===== config.mk =====
export PLATFORM = sky130hd
export DESIGN_NAME = nmr_seq_table
export DESIGN_NICKNAME = d
export VERILOG_FILES = /design/src/rtl/nmr_seq_table.sv
export SDC_FILE = /design/constraint.sdc
export NUM_CORES = 1
export LEC_CHECK = 0
export ABC_AREA = 1
export CORE_MARGIN = 8
export CORE_UTILIZATION = 60
export DETAILED_ROUTE_END_ITERATION = 8
export PLACE_DENSITY = 0.74
export SKIP_LAST_GASP = 1
export SYNTH_ARGS = -nofsm -noshare
export SYNTH_HDL_FRONTEND = slang
export SYNTH_SLANG_ARGS = --single-unit

===== constraint.sdc =====
create_clock -name clk -period 27.9 [get_ports clk]
set_input_delay 6.975 -clock clk [delete_from_list [all_inputs] [get_ports clk]]
set_output_delay 6.975 -clock clk [all_outputs]
set_load 0.02 [all_outputs]

===== src/rtl/nmr_seq_table.sv =====
// nmr_seq_table: table-driven NMR pulse sequencer.
// A DEPTH-entry step table (duration in us ticks, output pattern, last flag)
// is played num_repeat+1 times. Each step holds its pattern for
// eff(dur)*US_DIVIDER clock cycles, where eff(0) is treated as one tick.
module nmr_seq_table #(
  parameter int US_DIVIDER = 125,
  parameter int DEPTH      = 16,
  parameter int TW         = 32,
  parameter int NCH        = 4,
  parameter int RW         = 16
) (
  input  logic                     clk,
  input  logic                     rst,
  input  logic                     enbl,
  input  logic                     start,
  input  logic                     abort,
  input  logic                     wr_en,
  input  logic [$clog2(DEPTH)-1:0] wr_addr,
  input  logic [TW-1:0]            wr_dur,
  input  logic [NCH-1:0]           wr_out,
  input  logic                     wr_last,
  input  logic [RW-1:0]            num_repeat,
  output logic [NCH-1:0]           ch_out,
  output logic                     sync_out,
  output logic                     busy,
  output logic                     done,
  output logic [$clog2(DEPTH)-1:0] step_idx
);

  localparam int AW = $clog2(DEPTH);
  localparam int PW = (US_DIVIDER > 1) ? $clog2(US_DIVIDER) : 1;

  localparam logic [PW-1:0] PRE_RELOAD = PW'(US_DIVIDER - 1);
  localparam logic [AW-1:0] IDX_MAX    = AW'(DEPTH - 1);
  localparam logic [AW:0]   DEPTH_W    = (AW + 1)'(DEPTH);
  localparam logic [TW-1:0] ONE_T      = TW'(1);

  typedef enum logic [0:0] {
    S_IDLE = 1'b0,
    S_RUN  = 1'b1
  } state_t;

  // A zero duration would otherwise underflow the step counter; play it as one tick.
  function automatic logic [TW-1:0] eff(input logic [TW-1:0] d);
    return (d == '0) ? ONE_T : d;
  endfunction

  // Step table storage
  logic [TW-1:0]  dur_mem  [DEPTH];
  logic [NCH-1:0] out_mem  [DEPTH];
  logic           last_mem [DEPTH];

  // Sequencer state
  state_t         state_q, state_d;
  logic [PW-1:0]  presc_q, presc_d;
  logic [TW-1:0]  cnt_q,   cnt_d;
  logic [RW-1:0]  rep_q,   rep_d;
  logic [AW-1:0]  idx_q,   idx_d;
  logic [NCH-1:0] ch_q,    ch_d;
  logic           sync_q,  sync_d;
  logic           busy_q,  busy_d;
  logic           done_q,  done_d;

  logic           wr_ok_s;
  logic           step_last_s;
  logic [AW-1:0]  next_idx_s;

  // The table is frozen while a sequence runs; out-of-range addresses are dropped.
  assign wr_ok_s     = wr_en && !busy_q && ({1'b0, wr_addr} < DEPTH_W);
  assign step_last_s = last_mem[idx_q] || (idx_q == IDX_MAX);
  assign next_idx_s  = idx_q + AW'(1);

  // Table write port; reset clears every entry.
  always_ff @(posedge clk or posedge rst) begin
    if (rst) begin
      for (int k = 0; k < DEPTH; k++) begin
        dur_mem[k]  <= '0;
        out_mem[k]  <= '0;
        last_mem[k] <= 1'b0;
      end
    end else if (wr_ok_s) begin
      dur_mem[wr_addr]  <= wr_dur;
      out_mem[wr_addr]  <= wr_out;
      last_mem[wr_addr] <= wr_last;
    end
  end

  // Next-state logic: start/abort handling, prescaler, step and pass sequencing.
  always_comb begin
    state_d = state_q;
    presc_d = presc_q;
    cnt_d   = cnt_q;
    rep_d   = rep_q;
    idx_d   = idx_q;
    ch_d    = ch_q;
    sync_d  = 1'b0;
    busy_d  = busy_q;
    done_d  = 1'b0;
    case (state_q)
      S_IDLE: begin
        if (start) begin
          rep_d   = num_repeat;
          idx_d   = '0;
          cnt_d   = eff(dur_mem[0]);
          presc_d = PRE_RELOAD;
          ch_d    = out_mem[0];
          sync_d  = 1'b1;
          busy_d  = 1'b1;
          state_d = S_RUN;
        end else begin
          busy_d  = 1'b0;
        end
      end
      S_RUN: begin
        if (abort) begin
          ch_d    = '0;
          busy_d  = 1'b0;
          state_d = S_IDLE;
        end else if (presc_q == '0) begin
          presc_d = PRE_RELOAD;
          if (cnt_q == ONE_T) begin
            if (!step_last_s) begin
              idx_d = next_idx_s;
              cnt_d = eff(dur_mem[next_idx_s]);
              ch_d  = out_mem[next_idx_s];
            end else if (rep_q != '0) begin
              rep_d  = rep_q - RW'(1);
              idx_d  = '0;
              cnt_d  = eff(dur_mem[0]);
              ch_d   = out_mem[0];
              sync_d = 1'b1;
            end else begin
              ch_d    = '0;
              done_d  = 1'b1;
              busy_d  = 1'b0;
              state_d = S_IDLE;
            end
          end else begin
            cnt_d = cnt_q - ONE_T;
          end
        end else begin
          presc_d = presc_q - PW'(1);
        end
      end
      default: begin
        ch_d    = '0;
        busy_d  = 1'b0;
        state_d = S_IDLE;
      end
    endcase
  end

  // State and output registers.
  always_ff @(posedge clk or posedge rst) begin
    if (rst) begin
      state_q <= S_IDLE;
      presc_q <= PRE_RELOAD;
      cnt_q   <= '0;
      rep_q   <= '0;
      idx_q   <= '0;
      ch_q    <= '0;
      sync_q  <= 1'b0;
      busy_q  <= 1'b0;
      done_q  <= 1'b0;
    end else begin
      state_q <= state_d;
      presc_q <= presc_d;
      cnt_q   <= cnt_d;
      rep_q   <= rep_d;
      idx_q   <= idx_d;
      ch_q    <= ch_d;
      sync_q  <= sync_d;
      busy_q  <= busy_d;
      done_q  <= done_d;
    end
  end

  // enbl only masks the drive lines; the sequence itself keeps running.
  assign ch_out   = ch_q & {NCH{enbl}};
  assign sync_out = sync_q & enbl;
  assign busy     = busy_q;
  assign done     = done_q;
  assign step_idx = idx_q;

endmodule

# Yosys cells after proc, flatten, opt, wreduce, memory -nomap -nowiden
# Index checks and enable logic that the tools add are counted.
[op_classes]
n_addsub = 4
n_mul = 0
n_div = 0
n_lt_le_gt_ge = 4
eq_ne = 14
shifts = 0
muxes = 76
n_bitwise = 6
reduce_logical = 14
[op_table]
columns = ["op", "n"]
rows = [
  ["512-bit bitwise mux", 1],
  ["32-bit 2-to-1 mux", 11],
  ["32-bit binary-select mux with 4-bit select", 1],
  ["32-bit demux with 4-bit select", 1],
  ["16-bit 2-to-1 mux", 6],
  ["64-bit bitwise mux", 1],
  ["32-bit zero test", 2],
  ["32-bit case mux with 2 select lines", 1],
  ["4-bit 2-to-1 mux", 15],
  ["32-bit by 1-bit equality test with 1-bit output (second input constant)", 1],
  ["16-bit case mux with 2 select lines", 1],
  ["32-bit by 1-bit subtractor with 32-bit output (second input constant)", 1],
  ["1-bit 2-to-1 mux", 24],
  ["7-bit 2-to-1 mux", 3],
  ["4-bit binary-select mux with 4-bit select", 1],
  ["16-bit bitwise mux", 1],
  ["4-bit demux with 4-bit select", 1],
  ["4-bit case mux with 2 select lines", 2],
  ["16-bit nonzero test", 1],
  ["16-bit by 1-bit subtractor with 16-bit output (second input constant)", 1],
  ["5-bit greater-or-equal comparator (second input constant)", 3],
  ["4-bit inverter with 5-bit output", 3],
  ["7-bit case mux with 2 select lines", 1],
  ["3-bit by 2-bit != test with 1-bit output (second input constant)", 4],
  ["23 further kinds", 31],
]
[word_totals]
register_bits = 659
latchBits = 0
ramBits = 0
rom_bits = 0
input_bits = 63
output_inout_bits = 11
wordCells = 175
memories = 0

# Logic depth before layout (Yosys ltp)
[logic_depth]
depth_word = 12
depth_mapped = 17
mapped_depth_nobuf = 14

# Worst setup path before layout
# No wires, ideal clock.
[synth_timing]
path_kind = "input port to output port"
startpoint = "in enbl"
endpoint = "out ch_out[0]"
arrival_ns = 7.142
required_time_ns = 20.925
setup_slack_ns = 13.783
path_stages = 2
path_buffers = 0
cell_sequence = "nand2_1 -> inv_1"
[synth_via]
elab_chain_len = 1
[synth_lines]
columns = ["element", "line", "rtl"]
rows = [
  ["from (decl)", "14", "input logic enbl,"],
  ["4-bit bitwise AND", "179", "assign ch_out = ch_q & {NCH{enbl}};"],
  ["to (decl)", "23", "output logic [NCH-1:0] ch_out,"],
]
# Every way passes these cells.

# Worst setup path after layout
[layout_timing]
startpoint = "in enbl"
endpoint = "out ch_out[2]"
# Same word-level chain as after synthesis.

==> metrics.txt <==
largest net degree at the start of global routing=137; clock tree buffer depth=3; First DRT Iteration DRCs=3154; utilization after layout=66.3%; Max-Cap Viols=0; clk sink count=659; vias in the first global route=25.8k; Max Fanout on Critical Path=5; Max Slew Vio Count=0; Period minus WS final=15220 ps; Reg2Reg Setup Slack=23580 ps; die area=60900 um2; crit path from=enbl; layout cells sized above 1=4.90%; CTS HTree Levels=3; port bufs=73; Power Density=106 nW/um2; fillers=4527; largest vdd supply drop=0.0862 mV; fmax=65.7 MHz; die height=247 um; ANT cells=0; critical path class=in2out; Setup crit end kind=output pin; CP arrival=8250 ps; fin nets=4101; Critical Path, Cell by Cell=clkdlybuf4s50_1, nand2_1, inv_1, clkdlybuf4s50_1; worst hold path type=reg2reg; routability cong.=0.861; # rows=84; Non-Filler Instances=4769; cell count after synthesis=4163; commonest cells after routing, fill and taps aside=nand2_1, o21ai_0, dfrtp_1; CP max stage cell=clkdlybuf4s50_1; total track usage=29.0%; worst slew pin tran=1120 ps; clk_lat worst skew=600 ps; Ys Warns=0; final setup fails=0; starting density of the core=60.7%; clk root buf=clkbuf_16; die width=247 um; final hold vios=0; first-pass GRT wire length=143000 um; RSZ-0062 raised after global routing=false; outcome=finished, final reports clean; Post-Synthesis Net Count=4232; GRT overflow=0; reg2reg path depth=12; Worst-path clk slew=60 ps; core box area=52700 um2; sequential share of the synthesized area=51.6%; Reg-to-Reg End=rep_q[15]; WP data required=20920 ps; CTS Hold Bufs=0; leakage power=16.7 nW; DP HPWL=47100 um; final WL=88300 um; postcts setup bufs=0; CTS buffer count=71; vias per inst=5.81; placed instance count=4647; Placement Setup Slack=12670 ps; ANT nets after route=0; CTS tree=yes; initial antenna violation count=0; synth unique cells=42; setup ws final=12680 ps; FF-to-FF Start=step_idx[0]; Post-Syn Area per Cell=7.68 um2; Synth top area share=51.2%; final worst-path cycle share=54.6%; most used cell, CP=clkdlybuf4s50_1; CP max stage delay=600 ps; Layout Skew=13.5 ps; # IOs=74; top cells by area in the synthesized netlist=dfrtp_1, nand2_1, o21ai_0, nand3_1, nor2_1; post_cts resized=0; synthesized flop and latch total=659; Pre-Repair DR Iteration Count=6; synthesized area=32000 um2; commonest non-fill, non-tap cell in the layout=nand2_1; Critical Path Start Type=input port; Wirelength per Cell=18.5 um; drt drc=0; via count=27.7k; Slew HR=25.1%; area leader, netlist=dfrtp_1; area grow syn2layout=9.17%; Setup crit end=ch_out[2]; Setup TNS=0 ps
[worst max-delay path, delay by kind of cell]
| kind | cells | cell delay [ps] |
|---|---|---|
| buffers and inverters | 3 | 1200 |
| AND/OR/NAND/NOR | 1 | 70 |
[registers in the layout, summed over array words and instances (netlist names)]
register	flops
ch_q	4
out_mem	64
step_idx	4
presc_q	7
state_q	1
sync_q	1
cnt_q	32
rep_q	16
busy	1
last_mem	16
dur_mem	512
done	1
[final cells by class]
class / instances / area, um2 / area share (%)
sequential: 659 / 16500 / 47.3
multi-input combinational: 2945 / 13400 / 38.4
clock buffer: 108 / 2100 / 6.01
timing repair buffer: 110 / 1010 / 2.89
inverter: 245 / 945 / 2.71
tap: 688 / 861 / 2.47
clock inverter: 14 / 97.6 / 0.280
[per-layer routing]
metal | vias up | global-route usage (%) | routed length, um
li1 | 13300 | - | -
met1 | 13300 | 41.2 | 39100
met2 | 985 | 45.8 | 40800
met3 | 175 | 4.47 | 6170
met4 | 0 | 8.80 | 2290
met5 | - | 0 | 0
[kinds of logic (layout without fill, tap and decap cells)]
| kind of cell | after synthesis | count (layout) | share of synthesized area, % |
|---|---|---|---|
| and+or+nand+nor | 1957 | 1957 | 24.7 |
| DFF | 659 | 659 | 51.6 |
| AOI/OAI and AO/OA | 956 | 956 | 15.8 |
| adders and majority gates | 6 | 6 | 0.235 |
| buffers and inverters | 559 | 477 | 6.93 |
| xor gates and xnor gates | 26 | 26 | 0.759 |
[where the power goes]
group / switching (mW) / internal, mW / leakage, nW / total, mW
Clock: 0.376 / 0.525 / 1.09 / 0.902
Combinational: 0.938 / 0.453 / 7.17 / 1.39
Sequential: 0.174 / 1.22 / 8.41 / 1.39
Total: 1.49 / 2.19 / 16.7 / 3.68
[through the flow]
| step | hold WS (ps) | area [um2] | power, mW |
|---|---|---|---|
| after floorplan | 445 | 32000 | 2.42 |
| after global placement | 458 | 32700 | 2.74 |
| after detailed placement | 465 | 32700 | 2.77 |
| after CTS | 480 | 34900 | 3.68 |
| after global routing | 492 | 34900 | 3.95 |
| final | 478 | 34900 | 3.68 |
[cell usage after synthesis (all sizes together)]
cell	count
o31ai	2
nand2	1299
nor2	280
nand4	7
nand3	320
dfrtp	654
o211ai	54
clkbuf	224
buf	90
nor4	13
clkinv	1
a31oi	2
a22oi	13
a21oi	104
o2111ai	1
dfstp	5
a32oi	1
or2	17
xnor2	6
o221ai	4
o31a	1
or4	1
ha	6
nor3	20
o22ai	14
o21a	3
a22o	1
a211oi	5
o21ai	751
inv	244
xor2	20
[worst min-delay path by stage]
stage / startpoint / to / slack [ps] / cells past startpoint
global placement: dur_mem[474] / dur_mem[474] / 460 / 2
floorplan: dur_mem[448] / dur_mem[448] / 450 / 2
finish: dur_mem[460] / dur_mem[460] / 480 / 2
global route: dur_mem[291] / dur_mem[291] / 490 / 2
detailed placement: dur_mem[448] / dur_mem[448] / 470 / 2
CTS: dur_mem[469] / dur_mem[469] / 480 / 2
(Power assumes the default switching activity.)
